[src/rtl/led_pkg.sv]
// Shared types and field widths for the multi-channel LED PWM driver.
package led_pkg;

  localparam int LED_PWM_BITS     = 8;
  localparam int LED_MODE_W       = 2;
  localparam int LED_BLINK_SEL_W  = 5;
  localparam int LED_CFG_EXTRA_W  = LED_MODE_W + LED_BLINK_SEL_W;

  typedef enum logic [LED_MODE_W-1:0] {
    LED_OFF   = 2'd0,
    LED_ON    = 2'd1,
    LED_BLINK = 2'd2,
    LED_EXT   = 2'd3
  } led_mode_t;

  typedef struct packed {
    led_mode_t                    mode;
    logic [LED_BLINK_SEL_W-1:0]   blink_sel;
    logic [LED_PWM_BITS-1:0]      duty;
  } led_cfg_t;

endpackage

[src/rtl/led_channel.sv]
// One LED channel: config register (plus shadow when LED_SHADOW_EN is
// defined), mode mux and registered pin driver.
module led_channel
  import led_pkg::*;
#(
  parameter int PWM_BITS      = 8,
  parameter int PRESCALE_BITS = 27,
  parameter int ACTIVE_LOW    = 1
) (
  input  logic                                i_clk,
  input  logic                                i_reset,
  input  logic                                i_wr_en,
  input  logic [PWM_BITS+LED_CFG_EXTRA_W-1:0] i_wr_data,
`ifdef LED_SHADOW_EN
  input  logic                                i_commit,
`endif
  input  logic [PWM_BITS-1:0]                 i_pwm_cnt,
  input  logic [PRESCALE_BITS-1:0]            i_prescale,
  input  logic                                i_ext,
  output logic [PWM_BITS+LED_CFG_EXTRA_W-1:0] o_cfg,
  output logic                                o_led
);

  localparam int   CFG_W      = PWM_BITS + LED_CFG_EXTRA_W;
  localparam logic IDLE_LEVEL = (ACTIVE_LOW != 0);

  logic [CFG_W-1:0]           r_cfg;
  logic                       r_ext;
  logic                       r_led;
  led_mode_t                  w_mode;
  logic [LED_BLINK_SEL_W-1:0] w_sel;
  logic [LED_BLINK_SEL_W-1:0] w_selClamped;
  logic [PWM_BITS-1:0]        w_duty;
  logic                       w_pwmOn;
  logic                       w_blinkBit;
  logic                       w_lit;

  assign w_mode = led_mode_t'(r_cfg[CFG_W-1 -: LED_MODE_W]);
  assign w_sel  = r_cfg[PWM_BITS +: LED_BLINK_SEL_W];
  assign w_duty = r_cfg[PWM_BITS-1:0];

`ifdef LED_SHADOW_EN
  logic [CFG_W-1:0] r_shadow;

  // Writes land in the shadow; the active config only changes at a PWM wrap.
  always_ff @(posedge i_clk) begin
    if (i_reset) begin
      r_shadow <= '0;
      r_cfg    <= '0;
    end else begin
      if (i_wr_en) r_shadow <= i_wr_data;
      if (i_commit) r_cfg <= r_shadow;
    end
  end

  assign o_cfg = r_shadow;
`else
  // Writes update the active config directly.
  always_ff @(posedge i_clk) begin
    if (i_reset) begin
      r_cfg <= '0;
    end else if (i_wr_en) begin
      r_cfg <= i_wr_data;
    end
  end

  assign o_cfg = r_cfg;
`endif

  // Decide whether the LED is lit this cycle from mode, duty and blink tap.
  always_comb begin
    w_selClamped = w_sel;
    if (32'(w_sel) >= PRESCALE_BITS) w_selClamped = LED_BLINK_SEL_W'(PRESCALE_BITS - 1);
    w_blinkBit = |(i_prescale & (PRESCALE_BITS'(1) << w_selClamped));
    w_pwmOn    = (w_duty == '1) || (i_pwm_cnt < w_duty);
    w_lit      = 1'b0;
    case (w_mode)
      LED_OFF:   w_lit = 1'b0;
      LED_ON:    w_lit = w_pwmOn;
      LED_BLINK: w_lit = w_pwmOn & w_blinkBit;
      LED_EXT:   w_lit = r_ext;
      default:   w_lit = 1'b0;
    endcase
  end

  // Register the external bit and the pin so outputs are glitch-free.
  always_ff @(posedge i_clk) begin
    if (i_reset) begin
      r_ext <= 1'b0;
      r_led <= IDLE_LEVEL;
    end else begin
      r_ext <= i_ext;
      r_led <= w_lit ^ IDLE_LEVEL;
    end
  end

  assign o_led = r_led;

endmodule

[src/rtl/led_pwm_ctrl.sv]
// Multi-channel LED driver: shared prescaler and PWM counter, address
// decode, registered readback, and one led_channel per output pin.
// Define LED_SHADOW_EN to buffer config writes until the next PWM wrap.
module led_pwm_ctrl
  import led_pkg::*;
#(
  parameter int CHANNELS      = 3,
  parameter int PWM_BITS      = 8,
  parameter int PRESCALE_BITS = 27,
  parameter int ACTIVE_LOW    = 1
) (
  input  logic                                sysClock,
  input  logic                                reset,
  input  logic                                wr_en,
  input  logic [2:0]                          addr,
  input  logic [PWM_BITS+LED_CFG_EXTRA_W-1:0] wr_data,
  output logic [PWM_BITS+LED_CFG_EXTRA_W-1:0] rd_data,
  input  logic [CHANNELS-1:0]                 ext_in,
  output logic                                period_tick,
  output logic [CHANNELS-1:0]                 led
);

  localparam int CFG_W = PWM_BITS + LED_CFG_EXTRA_W;

  logic [PRESCALE_BITS-1:0] r_prescale;
  logic [PWM_BITS-1:0]      r_pwmCnt;
  logic                     r_periodTick;
  logic [CFG_W-1:0]         r_rdData;
  logic [CHANNELS-1:0]      w_wrSel;
  logic [CFG_W-1:0]         w_cfg [CHANNELS];
  logic [CFG_W-1:0]         w_rdMux;

`ifdef LED_SHADOW_EN
  logic w_commit;
  assign w_commit = (r_pwmCnt == '1);
`endif

  // Free-running prescaler and PWM counter; tick marks the wrap to zero.
  always_ff @(posedge sysClock) begin
    if (reset) begin
      r_prescale   <= '0;
      r_pwmCnt     <= '0;
      r_periodTick <= 1'b0;
    end else begin
      r_prescale   <= r_prescale + PRESCALE_BITS'(1);
      r_pwmCnt     <= r_pwmCnt + PWM_BITS'(1);
      r_periodTick <= (r_pwmCnt == '1);
    end
  end

  // Select the addressed channel's config; out-of-range addresses read 0.
  always_comb begin
    w_rdMux = '0;
    for (int ch = 0; ch < CHANNELS; ch++) begin
      if (addr == 3'(ch)) w_rdMux = w_cfg[ch];
    end
  end

  // Readback is registered, so a same-cycle write shows the old value.
  always_ff @(posedge sysClock) begin
    if (reset) begin
      r_rdData <= '0;
    end else begin
      r_rdData <= w_rdMux;
    end
  end

  assign rd_data     = r_rdData;
  assign period_tick = r_periodTick;

  for (genvar g = 0; g < CHANNELS; g++) begin : gen_ch
    assign w_wrSel[g] = wr_en && (addr == 3'(g));

    led_channel #(
      .PWM_BITS      (PWM_BITS),
      .PRESCALE_BITS (PRESCALE_BITS),
      .ACTIVE_LOW    (ACTIVE_LOW)
    ) u_channel (
      .i_clk      (sysClock),
      .i_reset    (reset),
      .i_wr_en    (w_wrSel[g]),
      .i_wr_data  (wr_data),
`ifdef LED_SHADOW_EN
      .i_commit   (w_commit),
`endif
      .i_pwm_cnt  (r_pwmCnt),
      .i_prescale (r_prescale),
      .i_ext      (ext_in[g]),
      .o_cfg      (w_cfg[g]),
      .o_led      (led[g])
    );
  end

endmodule
[config.mk]
export PLATFORM = sky130hd
export DESIGN_NAME = led_pwm_ctrl
export DESIGN_NICKNAME = d
export VERILOG_FILES = /design/src/rtl/led_pkg.sv /design/src/rtl/led_channel.sv /design/src/rtl/led_pwm_ctrl.sv
export SDC_FILE = /design/constraint.sdc
export NUM_CORES = 1
export LEC_CHECK = 0
export CAP_MARGIN = 20
export CORE_MARGIN = 3
export CORE_UTILIZATION = 29
export DETAILED_ROUTE_END_ITERATION = 10
export MAX_ROUTING_LAYER = met4
export PLACE_DENSITY_LB_ADDON = 0.08
export SLEW_MARGIN = 30
export SYNTH_ARGS = -nofsm -noshare
export SYNTH_HDL_FRONTEND = slang
export SYNTH_SLANG_ARGS = --single-unit
export TNS_END_PERCENT = 50
[constraint.sdc]
create_clock -name sysClock -period 6.2 [get_ports sysClock]
set_clock_uncertainty 0.2 [all_clocks]
set_input_delay 1.86 -clock sysClock [delete_from_list [all_inputs] [get_ports sysClock]]
set_output_delay 1.86 -clock sysClock [all_outputs]
set_load 0.02 [all_outputs]
==> run summary, run 1 <==
clock tree buffer depth = 2
Slew Limit Fails = 0
top post-synthesis cells by area = dfxtp_1 38%, nand2_1 7.6%, a21oi_1 6.5%, ha_1 5.3%, nor2_1 3.7%
CTS sink count = 102
# nets final = 722
Synth top area share = 37.66%
met3 WL = 544 µm
async set-reset flop share out of synthesis = 0%
WP data required = 6.28 ns
Layout Cells excl Fill = 909
syn nets = 717
Post-Syn Area per Cell = 8.094 µm²
Hold Path Class = reg2reg
CTS resizes = 0
Inst Count DP = 893
layout filler cell count = 1,902
core area = 18,150 µm²
final WL = 16,290 µm
Static Leak = 2.039 nW
Residual DRC = 0
synth-to-layout area growth = 15.25%
Die W = 142.7 µm
minimum clock period = 4.137 ns
post-synthesis cell area = 5423 µm²
DIE AREA = 20,380 µm²
RD Place Congestion = 0.8986
Crit Path Class = in2reg
CTS root buffer = clkbuf_16
largest net degree at the start of global routing = 59
most frequent cells in the layout = 110 x nand2_1, 102 x dfxtp_1, 70 x a21oi_1
FP Rows = 49
area leader, netlist = dfxtp_1
Fmax = 241.7 MHz
CTS HTree Levels = 3
initial core utilization = 29.88%
Final HPWL DP = 11,860 µm
status = finished clean
area post-placement = 5929 µm²
hold_buf cts = 0
top layer in use = met4
initial DRC count = 305
RSZ-0062 raised after global routing = no
# port buffers = 42
drt pass-1 iters = 5
#FFs+latches synth = 102
Max Cap Viol = 0
Synth Instances = 670
Post-CTS Setup Bufs = 0
VDD IR-drop max = 0.1356 mV
Slew headroom = 49.10%
Synth cell types = 66
DP Worst Slack = 1.741 ns
vias per inst = 5.173
final setup vio count = 0
final hold violations = 0
Post-synth top flop = dfxtp_1
share of post-route cells with drive strength above 1 = 4.559%
slew of the pin with the lowest slew margin = 0.7634 ns
initial antenna violation count = 0
first-pass GRT wire length = 26,280 µm
Startpoint Class = primary input
setup_tns = 0 ns
number of antenna diodes = 0
Ports = 43
gr ovfl total = 0
pwr/cell area = 228.0 nW/µm²
GRT Util Overall = 16.98%
Post-DRT Antenna Nets = 0
routed length per instance = 17.92 µm
worst r2r path cells = 5
most common cell after layout, fill and taps aside = nand2_1
DR WL met2 = 6801 µm
fin worst setup slack = 2.063 ns
Worst-path clk slew = 0.07 ns
CTS tree = done
CTS Buf Count = 9
via count = 4,702
Final Cell Area = 6250 µm²
vias in the first global route = 4,529
critical path endpoint category = register
fin crit share = 66.72%
CP arrival = 4.22 ns
Seq/Total Area, Yosys = 37.66%
post-layout util = 34.44%
Post-synth EDFFs = 0
Max FO, Critical Path = 21
worst skew pair latency = 0.35 ns
Ys Warns = 0
Hold Path Stages = 2
M1 WL = 8607 µm
Die Y = 142.7 µm
[power breakdown]
group / total, mW / internal, mW / switching (mW)
Clock: 0.615 / 0.366 / 0.249
Sequential: 0.690 / 0.669 / 0.0210
Combinational: 0.120 / 0.0525 / 0.0675
[critical path, cell delays in order]
cell	delay, ns
clkdlybuf4s50_1	0.90
or2_1	0.59
or2_1	0.57
nand2_1	0.12
a21oi_1	0.16
[routing by layer]
metal	GRT usage, %	vias up
li1	-	2351
met1	24.85	2233
met2	23.94	98
met3	2.545	20
met4	5.353	0
met5	-	-
[registers in the layout, indices dropped and copies added, names as in the netlist]
name,flops
gen_ch.u_channel.o_cfg,45
r_prescale,27
rd_data,15
r_pwmCnt,8
gen_ch.u_channel.o_led,3
gen_ch.u_channel.r_ext,3
period_tick,1
[worst paths after layout]
kind	from	to	slack (ns)
worst max-delay path	addr[1]	gen_ch[0].u_channel.o_cfg[9]	2.06
worst max register to register	r_pwmCnt[4]	gen_ch[2].u_channel.o_led	3.62
worst min-delay path	gen_ch[1].u_channel.o_cfg[7]	gen_ch[1].u_channel.o_cfg[7]	0.27
worst min register to register	gen_ch[1].u_channel.o_cfg[7]	gen_ch[1].u_channel.o_cfg[7]	0.27
[logic make-up after synthesis]
group | count (synthesis) | synth area share [%]
flip-flops | 102 | 37.66
XOR/XNOR | 25 | 4.038
buffers and inverters | 81 | 6.207
AND/OR/NAND/NOR | 247 | 21.53
multiplexers | 24 | 5.584
adder cells (fa/ha/maj) | 23 | 5.307
AO/OA/AOI/OAI | 168 | 19.68
[cells in the mapped netlist (2+ instances only)]
master     count
o211ai_1      14
a22o_1         4
buf_4          6
a22oi_1        2
nor4b_1        2
nand2_1      110
xor2_1        13
buf_1          2
xnor2_1       12
nand3b_1       3
inv_1         32
o21ai_1        3
a221o_1        3
mux2_1         7
nor2b_1       11
ha_1          23
a31oi_1        5
o21ai_0       23
or2_1          3
and3_1         8
o21bai_1       2
a2111oi_0      3
a221oi_1       2
buf_2          2
nor2_1        53
o32ai_1        2
mux2_2         3
nand2b_1      10
a211oi_1       3
mux2i_1       10
a21oi_1       70
a311oi_1       5
o221ai_1       6
nand4_1       15
clkbuf_1      38
or3_1          6
nand3_1       12
mux4_2         4
a311o_1        2
a21o_1         8
dfxtp_1      102
nor3b_1        2
[cell type report]
| cell class | count | area (µm²) | area share, % |
|---|---|---|---|
| Inverter | 32 | 120.1 | 1.922 |
| Clock buffer | 13 | 250.2 | 4.004 |
| Timing Repair Buffer | 43 | 422.9 | 6.767 |
| Clock inverter | 3 | 67.56 | 1.081 |
| Sequential cell | 102 | 2042 | 32.67 |
| Multi-Input combinational cell | 487 | 3060 | 48.97 |
| Tap cell | 229 | 286.5 | 4.585 |
[through the flow]
step,total power [mW],hold slack [ns]
2_1_floorplan,0.7704,0.2389
3_3_place_gp,0.8230,0.2612
3_5_place_dp,0.8250,0.2686
4_1_cts,1.443,0.2782
5_1_grt,1.484,0.3084
6_report,1.425,0.2748
No activity file was read; power rests on OpenSTA's default activity.
==> run 2, diff against run 1 <==
Clock period 6.2 ns to 4.24 ns, I/O delays scaled along.
==> run summary, run 2 (synthesis gave the netlist of run 1 again) <==
initial antenna violation count = 0 (unchanged)
fin worst setup slack = 0.9859 ns (-1.077 ns)
Worst Path Buf+Inv = 2 (+1)
Max FO, Critical Path = 18 (-14%)
Post-DRT Antenna Nets = 0 (unchanged)
Inst Count DP = 899 (+0.67%)
CTS HTree Levels = 3 (unchanged)
RD Place Congestion = 0.8864 (-1.4%)
DIE AREA = 20,380 µm² (unchanged)
Static Leak = 2.060 nW (+1.0%)
Gate power share = 8.7% (+0.3 points)
gr ovfl total = 0 (unchanged)
most frequent cells in the layout = 110 x nand2_1, 102 x dfxtp_1, 70 x a21oi_1
routed length per instance = 17.95 µm (+0.17%)
CTS sink count = 102 (unchanged)
Crit path max-delay family = simple AND/OR/NAND/NOR gates
Die Y = 142.7 µm (unchanged)
Post-CTS Setup Bufs = 0 (unchanged)
status = finished clean
critical path endpoint category = register
Flop pwr share = 49.2% (+0.8 points)
Min Hold Slack = 0.2824 ns (+0.007609 ns)
slew of the pin with the lowest slew margin = 0.6824 ns (-0.08107 ns)
Slew headroom = 54.45% (+5.3 points)
Die W = 142.7 µm (unchanged)
GRT Util Overall = 17.01% (+0.026 points)
Max Cap Viol = 0 (unchanged)
clock tree buffer depth = 2 (unchanged)
DP Worst Slack = 0.6550 ns (-1.086 ns)
CTS tree = done
Residual DRC = 0 (unchanged)
vias per inst = 5.226 (+1.0%)
Fmax = 307.3 MHz
switching share of power = 25.73% (+2.1 points)
Worst path slowest cell = clkdlybuf4s50_1
largest net degree at the start of global routing = 53 (-10%)
setup_tns = 0 ns (unchanged)
Clk pwr share = 42.2% (-0.9 points)
first-pass GRT wire length = 26,270 µm (about the same)
Worst-path clk slew = 0.07 ns (about the same)
drt pass-1 iters = 5 (unchanged)
minimum clock period = 3.254 ns
number of antenna diodes = 0 (unchanged)
CP arrival = 3.27 ns (-0.95 ns)
CP dominant cell by count = nand2_1
crit-path cells = clkdlybuf4s50_1 -> buf_4 -> nor2_1 -> and2_1 -> nand2_1 -> nand2_1 -> a21oi_1
# nets final = 728 (+0.83%)
share of post-route cells with drive strength above 1 = 5.539% (+0.98 points)
switching pwr = 527.9 µW (+57%)
# port buffers = 42 (unchanged)
CTS root buffer = clkbuf_16
FP Rows = 49 (unchanged)
vias in the first global route = 4,498 (-0.68%)
CTS Buf Count = 9 (unchanged)
via count = 4,782 (+1.7%)
worst skew pair latency = 0.36 ns (about the same)
RSZ-0062 raised after global routing = no
WP data required = 4.26 ns (-2.02 ns)
Hold Path Class = reg2reg
layout filler cell count = 1,912 (+0.53%)
Crit Path Class = in2reg
pwr/cell area = 327.0 nW/µm² (+43%)
final hold violations = 0 (unchanged)
final setup vio count = 0 (unchanged)
Ports = 43 (unchanged)
synth-to-layout area growth = 15.69%
most common cell after layout, fill and taps aside = nand2_1
CTS resizes = 0 (unchanged)
Final HPWL DP = 12,160 µm (+2.5%)
initial core utilization = 29.88% (unchanged)
Startpoint Class = primary input
final WL = 16,430 µm (+0.83%)
Internal = 1.523 mW (+40%)
Largest register FFs = 45 (unchanged)
fin crit share = 76.75%
Layout Cells excl Fill = 915 (+0.66%)
Slew Limit Fails = 0 (unchanged)
core area = 18,150 µm² (unchanged)
hold_buf cts = 0 (unchanged)
initial DRC count = 377 (+24%)
reg2reg setup slack = 1.67 ns (-1.95 ns)
delay of the slowest cell on the worst path = 0.47 ns (-0.43 ns)
VDD IR-drop max = 0.1689 mV (+25%)
## run 2: changes by cell type in the layout (fill, tap and decap cells not counted), sizes merged
cell | previous run | this run
buf | 2 | 8
clkbuf | 13 | 9
clkinv | 0 | 2
inv | 32 | 34
bufinv | 2 | 1
clkinvlp | 1 | 2
## run 2: final timing paths
check,cells after the start,end,from
setup / recovery,7,gen_ch[2].u_channel.o_cfg[0],addr[0]
hold / removal,2,gen_ch[2].u_channel.o_cfg[7],gen_ch[2].u_channel.o_cfg[7]
setup reg to reg,6,gen_ch[2].u_channel.o_led,gen_ch[2].u_channel.o_cfg[8]
hold reg to reg,2,gen_ch[2].u_channel.o_cfg[7],gen_ch[2].u_channel.o_cfg[7]
## run 2: final cells by class
| type | count | area [µm²] | share of cell area (%) |
|---|---|---|---|
| clock inverters | 7 | 82.58 | 1.316 |
| clock buffers | 9 | 225.2 | 3.590 |
| flip-flops and latches | 102 | 2042 | 32.55 |
| repair buffers | 49 | 467.9 | 7.459 |
| multi-input cells | 487 | 3049 | 48.60 |
| well taps | 229 | 286.5 | 4.567 |
| inverters | 32 | 120.1 | 1.915 |
## run 2: worst min-delay path, stage by stage, from the launching register on
cell,delay [ns]
dfxtp_1,0.33
nand2_1,0.06
a21oi_1,0.05
## run 2: metrics by stage
stage               util, %  cell area (µm²)  power [mW]
floorplan                 -             5423       1.127
global placement      32.87             5966       1.209
detailed placement    32.87             5966       1.210
CTS                   34.57             6274       2.081
global route          34.57             6274       2.132
finish                34.57             6274       2.051
## run 2: power groups by stage
stage               clock [mW]  combinational [mW]  sequential [mW]
CTS                      0.893               0.180             1.01
finish                   0.865               0.178             1.01
floorplan                    0               0.106             1.02
global route             0.920               0.199             1.01
detailed placement           0               0.178             1.03
global placement             0               0.178             1.03
## run 2: metal layers
layer  track usage (%)  vias to the layer above  routed length (µm)
met2             24.11                      109                7020
li1                  -                     2365                   -
met1             24.87                     2290                8412
met4             5.003                        0                 299
met5                 -                        -                   0
met3             2.646                       18                 692
==> run 3, diff against run 2 <==
Clock period 4.24 ns to 3.2 ns, I/O delays scaled along.
==> run summary, run 3 (synthesis gave the netlist of run 1 again) <==
Post-CTS Setup Bufs = 0 (unchanged)
Post-DRT Antenna Nets = 0 (unchanged)
slew of the pin with the lowest slew margin = 0.7108 ns (+0.02847 ns)
largest net degree at the start of global routing = 45 (-15%)
Residual DRC = 0 (unchanged)
Gate power share = 8.9% (+0.2 points)
final hold violations = 0 (unchanged)
Crit Path Class = reg2reg
CTS HTree Levels = 3 (unchanged)
vias in the first global route = 4,592 (+2.1%)
RR Startpoint = gen_ch[2].u_channel.o_cfg[8]
hold_buf cts = 0 (unchanged)
Internal = 2.133 mW (+40%)
VDD IR-drop max = 0.2440 mV (+44%)
Fmax = 375.7 MHz
vias per inst = 5.162 (-1.2%)
Flop pwr share = 47.9% (-1.3 points)
GRT Util Overall = 17.21% (+0.20 points)
switching pwr = 654.6 µW (+24%)
hold endpoint = gen_ch[1].u_channel.o_cfg[13]
initial core utilization = 29.88% (unchanged)
clock tree buffer depth = 2 (unchanged)
CP arrival = 2.66 ns (-0.61 ns)
Final HPWL DP = 12,400 µm (+2.0%)
# nets final = 741 (+1.8%)
setup_tns = 0 ns (unchanged)
Hold Path Stages = 2 (unchanged)
Reg area = 2042 µm² (unchanged)
final setup vio count = 0 (unchanged)
core area = 18,150 µm² (unchanged)
reg2reg end = gen_ch[2].u_channel.o_led
fin worst setup slack = 0.5380 ns (-0.4480 ns)
fin crit share = 83.19%
number of antenna diodes = 0 (unchanged)
RD Place Congestion = 0.8839 (-0.28%)
initial DRC count = 372 (-1.3%)
share of post-route cells with drive strength above 1 = 7.020% (+1.5 points)
Max FO, Critical Path = 15 (-3)
Max Cap Viol = 0 (unchanged)
Static Leak = 2.146 nW (+4.2%)
Slew Limit Fails = 0 (unchanged)
FP Rows = 49 (unchanged)
routed length per instance = 17.86 µm (-0.50%)
reg2reg setup slack = 0.54 ns (-1.13 ns)
Worst-path clk slew = 0.07 ns (about the same)
Largest register FFs = 45 (unchanged)
worst skew pair latency = 0.36 ns (about the same)
CTS tree = done
DP Worst Slack = 0.3228 ns (-0.3322 ns)
RSZ-0062 raised after global routing = no
first-pass GRT wire length = 26,610 µm (+1.3%)
gr ovfl total = 0 (unchanged)
pwr/cell area = 434.8 nW/µm² (+33%)
critical path endpoint category = register
# port buffers = 42 (unchanged)
Die W = 142.7 µm (unchanged)
switching share of power = 23.48% (-2.3 points)
Worst Hold Launch = gen_ch[1].u_channel.o_cfg[13]
area of the multi-input gates = 3049 µm² (unchanged)
synth-to-layout area growth = 18.25%
CTS resizes = 0 (unchanged)
CTS sink count = 102 (unchanged)
Slew headroom = 52.55% (-1.9 points)
layout filler cell count = 1,896 (-0.84%)
WP data required = 3.20 ns (-1.06 ns)
CTS root buffer = clkbuf_16
via count = 4,785 (+0.063%)
Hold Path Class = reg2reg
DIE AREA = 20,380 µm² (unchanged)
most frequent cells in the layout = 110 x nand2_1, 102 x dfxtp_1, 70 x a21oi_1
initial antenna violation count = 0 (unchanged)
status = finished clean
Ports = 43 (unchanged)
Clk pwr share = 43.2% (+1.0 points)
drt pass-1 iters = 4 (-1)
worst r2r path cells = 6 (unchanged)
final WL = 16,560 µm (+0.81%)
Die Y = 142.7 µm (unchanged)
Startpoint Class = register
most common cell after layout, fill and taps aside = nand2_1
minimum clock period = 2.662 ns
CTS Buf Count = 9 (unchanged)
[run 3: worst max-delay path: stages (launching register included)]
cell	delay, ns
dfxtp_1	0.78
nand2_1	0.13
or3b_1	0.37
o311ai_1	0.11
o22a_1	0.20
a41oi_1	0.13
or4_1	0.59
[run 3: cell type report]
class	instances	share of cell area, %
well taps	229	4.468
repair buffers	62	9.210
flip-flops and latches	102	31.84
multi-input cells	487	47.55
inverters	32	1.873
clock inverters	3	1.054
clock buffers	12	4.000
[run 3: power by group through the flow]
stage          combinational, mW  clock (mW)  sequential [mW]
2_1_floorplan              0.141           0             1.35
3_5_place_dp               0.250           0             1.36
4_1_cts                    0.251        1.24             1.33
3_3_place_gp               0.249           0             1.36
5_1_grt                    0.277        1.29             1.34
6_report                   0.248        1.21             1.33
[run 3: how the worst max path moves through the flow]
stage,from,endpoint
global route,gen_ch[2].u_channel.o_cfg[8],gen_ch[2].u_channel.o_led
detailed placement,addr[1],gen_ch[0].u_channel.o_cfg[11]
CTS,gen_ch[2].u_channel.o_cfg[8],gen_ch[2].u_channel.o_led
finish,gen_ch[2].u_channel.o_cfg[8],gen_ch[2].u_channel.o_led
floorplan,addr[0],gen_ch[0].u_channel.o_cfg[8]
global placement,addr[0],gen_ch[0].u_channel.o_cfg[9]
[run 3: metrics by stage]
stage                     instances  total power [mW]  util [%]  hold WS, ns  area, µm²
after floorplan                 670             1.493         -       0.2389       5423
after global placement          912             1.611     33.55       0.2591       6088
after detailed placement        912             1.613     33.55       0.2647       6088
after CTS                       927             2.825     35.34       0.2744       6412
after global routing            927             2.905     35.34       0.3022       6412
final                           927             2.788     35.34       0.2721       6412
[run 3: routing by layer]
metal	GRT usage, %	routed length, µm	vias to the layer above
li1	-	-	2392
met1	25.44	8556	2289
met2	24.48	7094	93
met3	2.914	762	11
met4	3.802	146	0
met5	-	0	-
